`src/rtl/arf_pkg.sv`:
```
// ---------------------------------------------------------------------------
// arf_pkg
// Shared encodings for the address-register-file sequencer:
//   - register-file function codes (funsel)
//   - register select codes for the A/B read ports
//   - one-hot r_sel write-enable masks, bit order {AR, SP, PC_past, PC}
//   - command opcodes accepted on the sequencer's command port
//   - sequencer state enum
// ---------------------------------------------------------------------------
package arf_pkg;

    // Register-file function applied to every register whose r_sel bit is set
    localparam logic [1:0] FS_CLR  = 2'b00;
    localparam logic [1:0] FS_LOAD = 2'b01;
    localparam logic [1:0] FS_DEC  = 2'b10;
    localparam logic [1:0] FS_INC  = 2'b11;

    // Read-port select codes
    localparam logic [1:0] SEL_AR  = 2'b00;
    localparam logic [1:0] SEL_SP  = 2'b01;
    localparam logic [1:0] SEL_PCP = 2'b10;
    localparam logic [1:0] SEL_PC  = 2'b11;

    // r_sel write-enable masks
    localparam logic [3:0] RS_NONE = 4'b0000;
    localparam logic [3:0] RS_AR   = 4'b1000;
    localparam logic [3:0] RS_SP   = 4'b0100;
    localparam logic [3:0] RS_PCP  = 4'b0010;
    localparam logic [3:0] RS_PC   = 4'b0001;
    localparam logic [3:0] RS_ALL  = 4'b1111;

    // Command opcodes; 6 and 7 are illegal and get rejected
    localparam logic [2:0] OP_NOP   = 3'd0;
    localparam logic [2:0] OP_FETCH = 3'd1;
    localparam logic [2:0] OP_PUSH  = 3'd2;
    localparam logic [2:0] OP_POP   = 3'd3;
    localparam logic [2:0] OP_JUMP  = 3'd4;
    localparam logic [2:0] OP_INIT  = 3'd5;

    typedef enum logic [1:0] {
        ST_IDLE  = 2'd0,
        ST_EXEC1 = 2'd1,
        ST_EXEC2 = 2'd2
    } state_t;

endpackage

```
`src/rtl/arf_sequencer.sv`:
```
// ---------------------------------------------------------------------------
// arf_sequencer
// Micro-sequencer for the 8-bit address register file (AR, SP, PC_past, PC).
// Takes one pointer command at a time over valid/ready and expands it into
// one or two cycles of register-file controls plus memory strobes.
//
// Ports:
//   clk        system clock, rising edge
//   rst_n      synchronous active-low reset
//   cmd_valid  command present
//   cmd_ready  sequencer idle and able to accept
//   cmd_op     opcode (0 NOP,1 FETCH,2 PUSH,3 POP,4 JUMP,5 INIT,6-7 illegal)
//   cmd_data   jump target (JUMP only)
//   arf_a      register-file A-port read data, fed back
//   funsel     register-file function
//   r_sel      register write enables {AR, SP, PC_past, PC}
//   out_a_sel  register-file A-port select
//   out_b_sel  register-file B-port select (always AR)
//   arf_i      register-file load bus
//   mem_addr   memory address (arf_a while a strobe is high, else 0)
//   mem_rd     memory read strobe
//   mem_wr     memory write strobe
//   done       pulse in the last cycle of an executed command
//   err        pulse when a command is rejected
// ---------------------------------------------------------------------------
module arf_sequencer
    import arf_pkg::*;
#(
    parameter logic [7:0] SP_INIT  = 8'hFF,
    parameter logic [7:0] SP_LIMIT = 8'h80
) (
    input  logic       clk,
    input  logic       rst_n,
    input  logic       cmd_valid,
    output logic       cmd_ready,
    input  logic [2:0] cmd_op,
    input  logic [7:0] cmd_data,
    input  logic [7:0] arf_a,
    output logic [1:0] funsel,
    output logic [3:0] r_sel,
    output logic [1:0] out_a_sel,
    output logic [1:0] out_b_sel,
    output logic [7:0] arf_i,
    output logic [7:0] mem_addr,
    output logic       mem_rd,
    output logic       mem_wr,
    output logic       done,
    output logic       err
);

    state_t     r_state;
    logic [2:0] r_op;
    logic [7:0] r_data;

    logic       w_accept;
    logic       w_two_cycle;   // EXEC1 continues into EXEC2
    logic       w_sp_full;
    logic       w_sp_empty;

    assign cmd_ready = (r_state == ST_IDLE);
    assign w_accept  = cmd_valid & cmd_ready;

    // Only meaningful in EXEC1 of PUSH/POP, where the A port is steered to SP
    assign w_sp_full  = (arf_a == SP_LIMIT);
    assign w_sp_empty = (arf_a == SP_INIT);

    // -----------------------------------------------------------------------
    // State and captured command
    // -----------------------------------------------------------------------
    always_ff @(posedge clk) begin
        if (!rst_n) begin
            r_state <= ST_IDLE;
            r_op    <= OP_NOP;
            r_data  <= 8'h00;
        end else begin
            case (r_state)
                ST_IDLE: begin
                    if (w_accept) begin
                        r_state <= ST_EXEC1;
                        r_op    <= cmd_op;
                        r_data  <= cmd_data;
                    end
                end
                ST_EXEC1: r_state <= w_two_cycle ? ST_EXEC2 : ST_IDLE;
                ST_EXEC2: r_state <= ST_IDLE;
                default:  r_state <= ST_IDLE;
            endcase
        end
    end

    // -----------------------------------------------------------------------
    // Control decode from state + captured command. Everything defaults to
    // zero, so IDLE holds every register and drives no strobes.
    // -----------------------------------------------------------------------
    always_comb begin
        funsel      = FS_CLR;
        r_sel       = RS_NONE;
        out_a_sel   = SEL_AR;
        out_b_sel   = SEL_AR;
        arf_i       = 8'h00;
        mem_rd      = 1'b0;
        mem_wr      = 1'b0;
        done        = 1'b0;
        err         = 1'b0;
        w_two_cycle = 1'b0;

        case (r_state)
            ST_EXEC1: begin
                case (r_op)
                    OP_NOP: done = 1'b1;
                    OP_FETCH: begin
                        // Copy PC into PC_past while PC addresses memory
                        out_a_sel   = SEL_PC;
                        mem_rd      = 1'b1;
                        funsel      = FS_LOAD;
                        r_sel       = RS_PCP;
                        arf_i       = arf_a;
                        w_two_cycle = 1'b1;
                    end
                    OP_PUSH: begin
                        out_a_sel = SEL_SP;
                        if (w_sp_full) begin
                            err = 1'b1;
                        end else begin
                            mem_wr      = 1'b1;
                            w_two_cycle = 1'b1;
                        end
                    end
                    OP_POP: begin
                        out_a_sel = SEL_SP;
                        if (w_sp_empty) begin
                            err = 1'b1;
                        end else begin
                            funsel      = FS_INC;
                            r_sel       = RS_SP;
                            w_two_cycle = 1'b1;
                        end
                    end
                    OP_JUMP: begin
                        funsel = FS_LOAD;
                        r_sel  = RS_PC;
                        arf_i  = r_data;
                        done   = 1'b1;
                    end
                    OP_INIT: begin
                        funsel      = FS_CLR;
                        r_sel       = RS_ALL;
                        w_two_cycle = 1'b1;
                    end
                    default: err = 1'b1;
                endcase
            end
            ST_EXEC2: begin
                case (r_op)
                    OP_FETCH: begin
                        funsel = FS_INC;
                        r_sel  = RS_PC;
                        done   = 1'b1;
                    end
                    OP_PUSH: begin
                        // Write happened at the old SP; now move it down
                        funsel = FS_DEC;
                        r_sel  = RS_SP;
                        done   = 1'b1;
                    end
                    OP_POP: begin
                        // SP was bumped in EXEC1; read the slot it now names
                        out_a_sel = SEL_SP;
                        mem_rd    = 1'b1;
                        done      = 1'b1;
                    end
                    OP_INIT: begin
                        funsel = FS_LOAD;
                        r_sel  = RS_SP;
                        arf_i  = SP_INIT;
                        done   = 1'b1;
                    end
                    default: ;
                endcase
            end
            default: ;
        endcase
    end

    assign mem_addr = (mem_rd | mem_wr) ? arf_a : 8'h00;

endmodule

```
`config.mk`:
```
export PLATFORM = sky130hd
export DESIGN_NAME = arf_sequencer
export DESIGN_NICKNAME = d
export VERILOG_FILES = /design/src/rtl/arf_pkg.sv /design/src/rtl/arf_sequencer.sv
export SDC_FILE = /design/constraint.sdc
export NUM_CORES = 1
export LEC_CHECK = 0
export BUFFER_PORTS_ARGS = -buffer_cell sky130_fd_sc_hd__buf_2
export CAP_MARGIN = 10
export CELL_PAD_IN_SITES_DETAIL_PLACEMENT = 1
export CELL_PAD_IN_SITES_GLOBAL_PLACEMENT = 1
export CORE_ASPECT_RATIO = 0.9
export CORE_MARGIN = 2
export CORE_UTILIZATION = 31
export CTS_BUF_LIST = sky130_fd_sc_hd__clkbuf_8
export DETAILED_ROUTE_END_ITERATION = 10
export HOLD_SLACK_MARGIN = 0.05
export PLACE_DENSITY = 0.9
export SETUP_SLACK_MARGIN = 0.5
export SLEW_MARGIN = 10
export SYNTH_ARGS = -nofsm -noshare
export SYNTH_HDL_FRONTEND = slang
export SYNTH_SLANG_ARGS = --single-unit
```
`constraint.sdc`:
```
create_clock -name clk -period 1.8 [get_ports clk]
set_input_delay 0 -clock clk [delete_from_list [all_inputs] [get_ports clk]]
set_output_delay 0 -clock clk [all_outputs]
set_load 0.05 [all_outputs]
```
==> results of run 1 <==
==> cell families after synthesis <==
logic type | count (synthesis) | synth area share
AO/OA/AOI/OAI | 42 | 0.300
XOR/XNOR | 1 | 0.00847
adder cells (fa/ha/maj) | 3 | 0.0363
buffers and inverters | 18 | 0.0810
flip-flops | 13 | 0.252
multiplexers | 1 | 0.00967
other | 1 | 0.00362
AND/OR/NAND/NOR | 66 | 0.310
==> repair_timing <==
action                     in CTS
cloned                          0
pin swaps                      14
hold endpoints to repair       11
hold buffers                   11
buffers inserted                9
setup endpoints to repair      40
resized for setup              86
==> synthesized netlist by cell type (all sizes together) <==
cell type   n  area share
dfxtp      13        0.25
clkbuf      4       0.015
o31ai       1      0.0073
conb        1      0.0036
a211oi      1       0.012
o21ai       1      0.0048
o211ai      2       0.015
a21oi      10       0.048
and3        2       0.012
and2b       1      0.0073
o21a        3       0.022
inv         7       0.025
nor2b      10       0.060
xor2        1      0.0085
nand4       2       0.012
and2        1      0.0060
nor4        1      0.0060
a22oi       5       0.036
buf         7       0.041
nand3       4       0.019
nor4b       1      0.0085
o32ai       1      0.0085
o22a        1      0.0085
ha          3       0.036
a21boi     11       0.080
mux2i       1      0.0097
o31a        1      0.0085
nand2b      2       0.012
a22o        3       0.025
nor2        6       0.024
nor3        2      0.0097
a2111oi     1       0.015
a41o        1      0.0097
and4bb      1       0.012
nand2      33        0.12
==> per-stage QoR <==
stage	TNS [ns]	util	setup WS [ns]	hold WS, ns	instances
3_3_place_gp	0	0.528	0.138	0.245	239
2_1_floorplan	-2.16	-	-0.263	0.107	146
3_5_place_dp	0	0.528	0.0662	0.265	239
4_1_cts	0	0.694	0.0156	0.0574	263
==> run_results.csv, run 1 <==
group,metric,value,unit
placed_design,gp_congestion,0.821,
synthesis,ys_types,37,
outcome,lastStage,"global routing",
synthesis,ys_ff_latch,13,
outcome,status,"stopped before the end",
outcome,error,"[ERROR DPL-0033] detailed placement checks failed during check placement.",
synthesis,seq_area_frac_synth,0.252,
floorplanning,initial_core_util,0.332,
synthesis,synth.avg_cell_area,7.14,sq um
synthesis,syn_area,1030,sq um
clock_tree,htreeDepth,1,
clock_tree,root_buffer,"clkbuf_8",
synthesis,synth_warnings,0,
floorplanning,die_y,58.8,microns
global_routing,grt_max_degree,14,
placed_design,post_dp_cell_area,1640,sq um
global_routing,antenna_found_initial,1,
clock_tree,cts.path.max_buffers,2,
placed_design,dp_hpwl,3240,microns
floorplanning,ioPinCount,53,
floorplanning,rows,19,
clock_tree,cts_buffers,3,
floorplanning,die_w,64.9,microns
placed_design,port_buffers,50,
timing,endpoint_type,"top-level output",
timing,worstEndpointGrtRepair,"mem_addr[3]",
clock_tree,clock_sinks,13,
synthesis,syn_inst,145,
==> run 2, diff against run 1 <==
==> config.mk (replaced) <==
export PLATFORM = sky130hd
export DESIGN_NAME = arf_sequencer
export DESIGN_NICKNAME = d
export VERILOG_FILES = /design/src/rtl/arf_pkg.sv /design/src/rtl/arf_sequencer.sv
export SDC_FILE = /design/constraint.sdc
export NUM_CORES = 1
export LEC_CHECK = 0
export BUFFER_PORTS_ARGS = -buffer_cell sky130_fd_sc_hd__buf_2
export CAP_MARGIN = 10
export CORE_AREA = 2 2 63 65
export DETAILED_ROUTE_END_ITERATION = 10
export DIE_AREA = 0 0 65 67
export PLACE_DENSITY_LB_ADDON = 0.15
export SLEW_MARGIN = 10
export SYNTH_ARGS = -nofsm -noshare
export SYNTH_HDL_FRONTEND = slang
export SYNTH_SLANG_ARGS = --single-unit
==> run_results.csv, run 2 <==
group,metric,value,unit
critical_path,path_class,"reg2out",
synthesis,synth_top_area_frac,0.252,
critical_path,critPathRequiredTime,1.80,ns
critical_path,path_max_fanout,8,
final_layout,layout_commonest_cell,"buf_2",
clock_tree,clkLatencyLatePin,0.24,ns
routing,num_vias,1205,
final_layout,largest_register_ffs,8,
global_routing,grtUsageMet2,0.272,
critical_path,crit_buf_inv,3,
hold_path,hp-start,"cmd_op[1]",
critical_path,r2r-start,"r_op[0]",
global_routing,globalRouteOverflowTotal,0,
power_and_ir_drop,total_power,0.861,mW
synthesis,syn_area,1030,sq um
hold_path,hold_path.class,"in2reg",
routing,vias_per_cell,4.78,
routing,drc,0,
placed_design,place_inst,242,
placed_design,dpl_worst_slack,0.0796,ns
timing,fin_crit,1.76,ns
timing,period_share,0.976,
synthesis,async_flop_share,0,
timing,tightest_slew,0.669,ns
global_routing,grt_use_met1,0.206,
floorplanning,die_y,67,microns
clock_tree,root_buffer,"clkbuf_8",
synthesis,synth_commonest_cells,"nand2_1 (33), dfxtp_1 (13), a21boi_0 (11)",
power_and_ir_drop,p_per_area,499,nW/um^2
floorplanning,ioPinCount,53,
routing,dr.pass1.iters,4,
final_layout,fillerInstances,381,
synthesis,synthFlopType,"dfxtp_1",
clock_tree,cts.path.max_buffers,2,
critical_path,worst_ep_arrival_time,1.76,ns
global_routing,grt_usage,0.159,
clock_tree,clkTransAtPathRegs,0.06,ns
final_layout,drive_above_1_share,0.495,
clock_tree,clock_sinks,13,
timing,max_freq,569,MHz
timing,setup_ws,0.0435,ns
final_layout,post-route-util,0.479,
power_and_ir_drop,ir_drop,0.444,mV
floorplanning,design.die.area,4360,sq um
synthesis,ys_ff_latch,13,
synthesis,synth_warnings,0,
final_layout,largest_register,"r_data",
clock_tree,cts_buffers,3,
placed_design,dp_hpwl,2600,microns
global_routing,grt_pass1_vias,1154,
routing,drt_wl_total,3310,microns
timing,setup_tns,0,ns
synthesis,synth_edf_count,0,
global_routing,grt_max_degree,14,
global_routing,antenna_found_initial,0,
flow_run,maxCapViolCount,0,
critical_path,critical_path.top_delay_family,"buffers and inverters",
timing,setup_violations,0,
final_layout,final_nets,230,
synthesis,syn_inst,145,
critical_path,crit_path_end_kind,"output port",
clock_tree,cts_tree,"done",
synthesis,ys_top_cells_by_area,"dfxtp_1 (25%), nand2_1 (12%), a21boi_0 (8.0%)",
final_layout,layout_common_cells,"buf_2 (36), nand2_1 (31), buf_4 (16)",
floorplanning,core_region_area,3610,sq um
final_layout,diodes,0,
global_routing,grt_pass1_wl,5420,microns
placed_design,port_buffers,50,
placed_design,post_dp_cell_area,1500,sq um
placed_design,gp_congestion,0.885,
final_layout,reg.largest.list,"r_data x8, r_op x3, r_state x2",
routing,ant_nets,0,
routing,wl_per_cell,13.1,microns
final_layout,syn_to_final_growth,66.9,%
timing,slew_viol_final,0,
critical_path,critPathLaunch,"r_state[1]",
floorplanning,rows,22,
synthesis,ys_types,37,
routing,drtIter0Drc,50,
critical_path,setup.worst_path.start_class,"register",
critical_path,critPathSlowestCell,"dfxtp_2",
power_and_ir_drop,p_leak,0.771,nW
timing,holdWs,0.00298,ns
final_layout,design_area,1730,sq um
synthesis,yosysTopAreaCell,"dfxtp_1",
global_routing,grt_util_met3,0.0236,
global_routing,gr-max-usage-layer,"met2",
floorplanning,initial_core_util,0.287,
floorplanning,die_w,65,microns
timing,relSlewSlack,0.550,
outcome,status,"complete, no violations",
critical_path,max_stage_delay,0.34,ns
final_layout,fin_cells,252,
critical_path,path_cells,"inv_4 > ha_4 > nand2_4 > a2111oi_4 > nor2_4 > buf_12 > nor2b_4 > buf_6",
synthesis,synth.avg_cell_area,7.14,sq um
timing,fin_skew,0.00563,ns
clock_tree,htreeDepth,1,
timing,rsz0062_at_grt,"yes",
timing,hold_violations,0,
synthesis,synth.most_common_cell,"nand2_1",
synthesis,seq_area_frac_synth,0.252,
## run 2: timing repair
item                                    in CTS  in global routing
endpoints found under the hold margin        1                  0
gates resized for setup                     23                 16
hold buffers                                 1                  0
buffers inserted                             4                  1
endpoints found under the setup margin      16                 21
pin swaps                                    3                  1
## run 2: worst min-delay path, stage by stage
cell	delay, ns
buf_2	0.10
nand2_1	0.04
a21boi_0	0.06
## run 2: path summary, 6_finish.rpt
path                                    end  slack [ns]  cells past startpoint
worst max-delay path            mem_addr[7]        0.04                      8
worst min-delay path                r_op[1]       0.003                      3
worst max register to register   r_state[1]        0.48                      5
worst min register to register    r_data[5]        0.46                      2
## run 2: logic make-up after synthesis
group	share of synthesized area
and+or+nand+nor	0.310
muxes	0.00967
buffers and inverters	0.0810
xor gates and xnor gates	0.00847
AOI/OAI and AO/OA	0.300
other	0.00362
adders and majority gates	0.0363
DFF	0.252
## run 2: where the power goes
group | internal [mW] | switching (mW) | leakage, nW
Clock | 0.156 | 0.103 | 0.0228
Sequential | 0.308 | 0.0189 | 0.108
Combinational | 0.112 | 0.164 | 0.641
Total | 0.576 | 0.285 | 0.771
## run 2: metal layers
metal | vias up | wire [microns] | share of wire
met5 | - | 0 | 0
met4 | 0 | 26 | 0.0079
met3 | 4 | 136 | 0.041
met2 | 36 | 1660 | 0.50
met1 | 545 | 1490 | 0.45
li1 | 620 | - | -
## run 2: layout make-up
type | instances | area, sq um | area share
clock buffers | 4 | 45.0 | 0.0261
repair buffers | 65 | 458 | 0.265
flip-flops and latches | 13 | 264 | 0.153
inverters | 7 | 28.8 | 0.0167
multi-input cells | 115 | 871 | 0.504
well taps | 48 | 60.1 | 0.0348
(Power assumes the default switching activity.)
==> run 3, diff against run 2 <==
--- a/config.mk
+++ b/config.mk
@@ -11,6 +11,7 @@
 export DETAILED_ROUTE_END_ITERATION = 10
 export DIE_AREA = 0 0 65 67
 export PLACE_DENSITY_LB_ADDON = 0.15
+export REMOVE_ABC_BUFFERS = 1
 export SLEW_MARGIN = 10
 export SYNTH_ARGS = -nofsm -noshare
 export SYNTH_HDL_FRONTEND = slang
==> run_results.csv, run 3 (synthesized netlist as in run 2, its figures left out) <==
group,metric,value,unit
outcome,status,"complete, no violations",
timing,setup_ws,0.0293,ns
final_layout,reg.largest.list,"r_data x8, r_op x3, r_state x2",
final_layout,largest_register,"r_data",
clock_tree,root_buffer,"clkbuf_8",
clock_tree,cts_tree,"done",
clock_tree,clkLatencyLatePin,0.24,ns
critical_path,path_class,"reg2out",
global_routing,grt_pass1_vias,1093,
critical_path,path_max_fanout,8,
critical_path,crit_path_end_kind,"output port",
timing,slew_viol_final,0,
final_layout,layout_commonest_cell,"buf_2",
critical_path,setup.worst_path.start_class,"register",
final_layout,fillerInstances,388,
floorplanning,core_region_area,3610,sq um
placed_design,dpl_worst_slack,0.121,ns
power_and_ir_drop,p_leak,0.688,nW
flow_run,maxCapViolCount,0,
final_layout,largest_register_ffs,8,
routing,wl_per_cell,13.6,microns
routing,drt_wl_total,3340,microns
routing,drc,0,
power_and_ir_drop,p_int,0.558,mW
power_and_ir_drop,ir_drop,0.417,mV
final_layout,drive_above_1_share,0.444,
placed_design,port_buffers,50,
clock_tree,clock_sinks,13,
power_and_ir_drop,p_switching,0.269,mW
timing,relSlewSlack,0.476,
power_and_ir_drop,p_seq_frac,0.400,
timing,rsz0062_at_grt,"yes",
global_routing,grt_pass1_wl,5110,microns
routing,vias_per_cell,4.94,
final_layout,syn_to_final_growth,52.4,%
placed_design,gp_congestion,0.826,
timing,fin_crit,1.77,ns
power_and_ir_drop,comb_power_share,0.298,
power_and_ir_drop,pwr-share-clk,0.302,
final_layout,diodes,0,
floorplanning,initial_core_util,0.287,
placed_design,dp_hpwl,2600,microns
floorplanning,design.die.area,4360,sq um
critical_path,critPathRequiredTime,1.80,ns
power_and_ir_drop,switching_share,0.325,
timing,hold_violations,0,
final_layout,layout_common_cells,"buf_2 (33), nand2_1 (31), a21boi_0 (11)",
clock_tree,holdBufCountCts,0,
floorplanning,rows,22,
timing,setup_violations,0,
timing,tightest_slew,0.775,ns
hold_path,hold_path.class,"in2reg",
power_and_ir_drop,p_per_area,524,nW/um^2
global_routing,globalRouteOverflowTotal,0,
floorplanning,die_w,65,microns
floorplanning,ioPinCount,53,
clock_tree,clkTransAtPathRegs,0.05,ns
clock_tree,cts_buffers,3,
routing,dr.pass1.iters,4,
timing,period_share,0.984,
final_layout,design_area,1580,sq um
timing,max_freq,565,MHz
routing,drtIter0Drc,35,
clock_tree,cts.path.max_buffers,2,
routing,ant_nets,0,
routing,num_vias,1215,
global_routing,grt_usage,0.150,
global_routing,antenna_found_initial,0,
global_routing,grt_max_degree,14,
floorplanning,die_y,67,microns
clock_tree,htreeDepth,1,
timing,fin_skew,0.00308,ns
critical_path,worst_ep_arrival_time,1.77,ns
placed_design,post_dp_cell_area,1350,sq um
final_layout,final_nets,224,
## run 3: repair_timing
| action | CTS | global route |
|---|---|---|
| endpoints found under the setup margin | 16 | 22 |
| pin swaps | 2 | 3 |
| setup buffers | 1 | 0 |
| gates resized for setup | 23 | 30 |
## run 3: power by group through the flow
stage                     clock network (mW)  registers (mW)  logic [mW]
after detailed placement                   0           0.332       0.219
final                                  0.250           0.330       0.246
after global routing                   0.274           0.333       0.267
after CTS                              0.260           0.329       0.237
after floorplan                            0           0.329       0.133
after global placement                     0           0.331       0.215
## run 3: path summary, 6_finish.rpt
kind / start / endpoint / slack (ns) / depth (start not counted)
setup / recovery: r_state[0] / mem_addr[7] / 0.03 / 7
hold / removal: cmd_valid / r_state[1] / 0.003 / 2
setup reg to reg: r_op[2] / r_state[1] / 0.48 / 5
hold reg to reg: r_data[1] / r_data[1] / 0.47 / 2
## run 3: metrics by stage
step	instances	hold slack (ns)	utilization	total power, mW	setup TNS, ns
3_5_place_dp	241	0.258	0.375	0.551	0
5_1_grt	246	0.00286	0.437	0.874	-0.0784
2_1_floorplan	135	0.115	-	0.462	-10.83
4_1_cts	246	0.00205	0.413	0.826	0
3_3_place_gp	241	0.250	0.375	0.546	0
6_report	246	0.00310	0.437	0.826	0
## run 3: final cells by class
class	instances	area [sq um]	share of cell area
inverters	7	26.3	0.0167
flip-flops and latches	13	264	0.167
clock buffers	4	45.0	0.0286
multi-input cells	115	787	0.499
well taps	48	60.1	0.0381
repair buffers	59	394	0.250
## run 3: critical path, stage by stage (launching register included)
cell and delay, ns:
dfxtp_2 0.36, inv_2 0.07, ha_4 0.30, inv_1 0.09, a211oi_4 0.22, nor2_4 0.11, nor2b_2 0.19, buf_6 0.19
## run 3: per-layer routing
layer | vias up | part of all wire | wire [microns] | global-route usage
li1 | 607 | - | - | -
met1 | 568 | 0.46 | 1520 | 0.193
met2 | 34 | 0.48 | 1600 | 0.259
met3 | 6 | 0.043 | 143 | 0.0152
met4 | 0 | 0.022 | 72 | 0.0559
met5 | - | 0 | 0 | 0
==> run 4, diff against run 3 <==
--- a/config.mk
+++ b/config.mk
@@ -10,6 +10,7 @@
 export CORE_AREA = 2 2 63 65
 export DETAILED_ROUTE_END_ITERATION = 10
 export DIE_AREA = 0 0 65 67
+export MAX_ROUTING_LAYER = met4
 export PLACE_DENSITY_LB_ADDON = 0.15
 export REMOVE_ABC_BUFFERS = 1
 export SLEW_MARGIN = 10
==> run_results.csv, run 4 (synthesized netlist as in run 2, its figures left out) <==
group,metric,value,unit
timing,relSlewSlack,0.472,
floorplanning,core_region_area,3610,sq um
floorplanning,rows,22,
placed_design,place_inst,241,
critical_path,max_stage_delay,0.36,ns
critical_path,crit_path_end_kind,"output port",
placed_design,gp_congestion,0.839,
timing,setup_tns,0,ns
routing,vias_per_cell,4.93,
routing,dr.pass1.iters,4,
final_layout,post-route-util,0.437,
final_layout,fin_cells,246,
critical_path,setup.worst_path.start_class,"register",
final_layout,final_nets,224,
final_layout,layout_common_cells,"buf_2 (33), nand2_1 (31), a21boi_0 (11)",
timing,setup_violations,0,
timing,tightest_slew,0.781,ns
routing,wl_per_cell,13.6,microns
routing,drtIter0Drc,35,
clock_tree,htreeDepth,1,
timing,fin_crit,1.77,ns
critical_path,path_class,"reg2out",
critical_path,critPathLaunch,"r_state[0]",
timing,period_share,0.984,
global_routing,grt_pass1_vias,1095,
global_routing,grt_pass1_wl,5100,microns
clock_tree,cts.path.max_buffers,2,
routing,drc,0,
timing,hold_violations,0,
critical_path,path_max_fanout,8,
placed_design,post_dp_cell_area,1350,sq um
clock_tree,root_buffer,"clkbuf_8",
routing,drt_wl_total,3350,microns
routing,ant_nets,0,
timing,rsz0062_at_grt,"yes",
final_layout,syn_to_final_growth,52.4,%
routing,num_vias,1214,
flow_run,maxCapViolCount,0,
critical_path,critPathRequiredTime,1.80,ns
final_layout,drive_above_1_share,0.444,
global_routing,antenna_found_initial,0,
power_and_ir_drop,p_leak,0.688,nW
final_layout,diodes,0,
final_layout,design_area,1580,sq um
critical_path,worst_ep_arrival_time,1.77,ns
final_layout,largest_register_ffs,8,
clock_tree,clock_sinks,13,
floorplanning,design.die.area,4360,sq um
floorplanning,die_y,67,microns
final_layout,largest_register,"r_data",
hold_path,hold_path.class,"in2reg",
critical_path,r2r-start,"r_op[2]",
clock_tree,cts_buffers,3,
global_routing,globalRouteOverflowTotal,0,
critical_path,rrSetupSlack,0.48,ns
power_and_ir_drop,p_per_area,524,nW/um^2
floorplanning,initial_core_util,0.287,
power_and_ir_drop,ir_drop,0.417,mV
clock_tree,clkLatencyLatePin,0.24,ns
clock_tree,clkTransAtPathRegs,0.05,ns
floorplanning,ioPinCount,53,
timing,slew_viol_final,0,
hold_path,holdPathStages,2,
final_layout,layout_commonest_cell,"buf_2",
critical_path,critPathSlowestCell,"dfxtp_2",
timing,fin_skew,0.00305,ns
placed_design,port_buffers,50,
critical_path,reg2regPathDepth,5,
final_layout,reg.largest.list,"r_data x8, r_op x3, r_state x2",
floorplanning,die_w,65,microns
global_routing,grt_usage,0.154,
placed_design,dp_hpwl,2600,microns
final_layout,fillerInstances,388,
timing,max_freq,564,MHz
outcome,status,"complete, no violations",
critical_path,path_cells,"inv_2 > ha_4 > inv_1 > a211oi_4 > nor2_4 > nor2b_2 > buf_6",
clock_tree,cts_tree,"done",
critical_path,crit_end,"mem_addr[7]",
critical_path,r2r-end,"r_state[1]",
global_routing,grt_max_degree,14,
-- run 4: worst min path at each step --
stage / startpoint / endpoint / slack (ns)
finish: cmd_valid / r_state[1] / 0.003
global route: cmd_valid / r_state[1] / 0.003
CTS: cmd_data[1] / r_data[1] / 0.002
global placement: cmd_data[3] / r_data[3] / 0.25
detailed placement: cmd_data[1] / r_data[1] / 0.26
floorplan: cmd_valid / r_state[1] / 0.11
-- run 4: worst max-delay path, delay by kind of cell (launching register included) --
| family | cells | cell delay (ns) |
|---|---|---|
| flip-flops | 1 | 0.36 |
| AO/OA/AOI/OAI | 1 | 0.22 |
| AND/OR/NAND/NOR | 2 | 0.30 |
| buffers and inverters | 3 | 0.35 |
| adder cells (fa/ha/maj) | 1 | 0.30 |
-- run 4: layer usage --
layer / up-vias / GRT usage / routed length (microns)
met1: 564 / 0.193 / 1490
met4: 0 / 0.0559 / 69
li1: 608 / - / -
met5: - / - / 0
met2: 36 / 0.259 / 1610
met3: 6 / 0.0152 / 173
-- run 4: where the power goes --
group,switching (mW),total (mW),internal (mW)
Combinational,0.152,0.246,0.0939
Clock,0.0937,0.249,0.156
Sequential,0.0224,0.330,0.308
-- run 4: repair_timing --
| item | in CTS | in global routing |
|---|---|---|
| hold buffers | 0 | 0 |
| endpoints found under the hold margin | 0 | 0 |
| pin swaps | 2 | 3 |
| resized for setup | 23 | 30 |
| endpoints found under the setup margin | 16 | 22 |
| setup buffers | 1 | 0 |
-- run 4: layout make-up --
| type | count | area [sq um] | share of cell area |
|---|---|---|---|
| timing repair buffer | 59 | 394 | 0.250 |
| inverter | 7 | 26.3 | 0.0167 |
| sequential | 13 | 264 | 0.167 |
| clock buffer | 4 | 45.0 | 0.0286 |
| multi-input combinational | 115 | 787 | 0.499 |
| tap | 48 | 60.1 | 0.0381 |
-- run 4: per-stage QoR --
step	hold WS [ns]	setup WS [ns]	total power [mW]
after floorplan	0.115	-1.04	0.462
after global placement	0.250	0.205	0.546
after detailed placement	0.258	0.121	0.551
after CTS	0.00205	0.0141	0.826
after global routing	0.00286	-0.0444	0.874
final	0.00340	0.0285	0.826
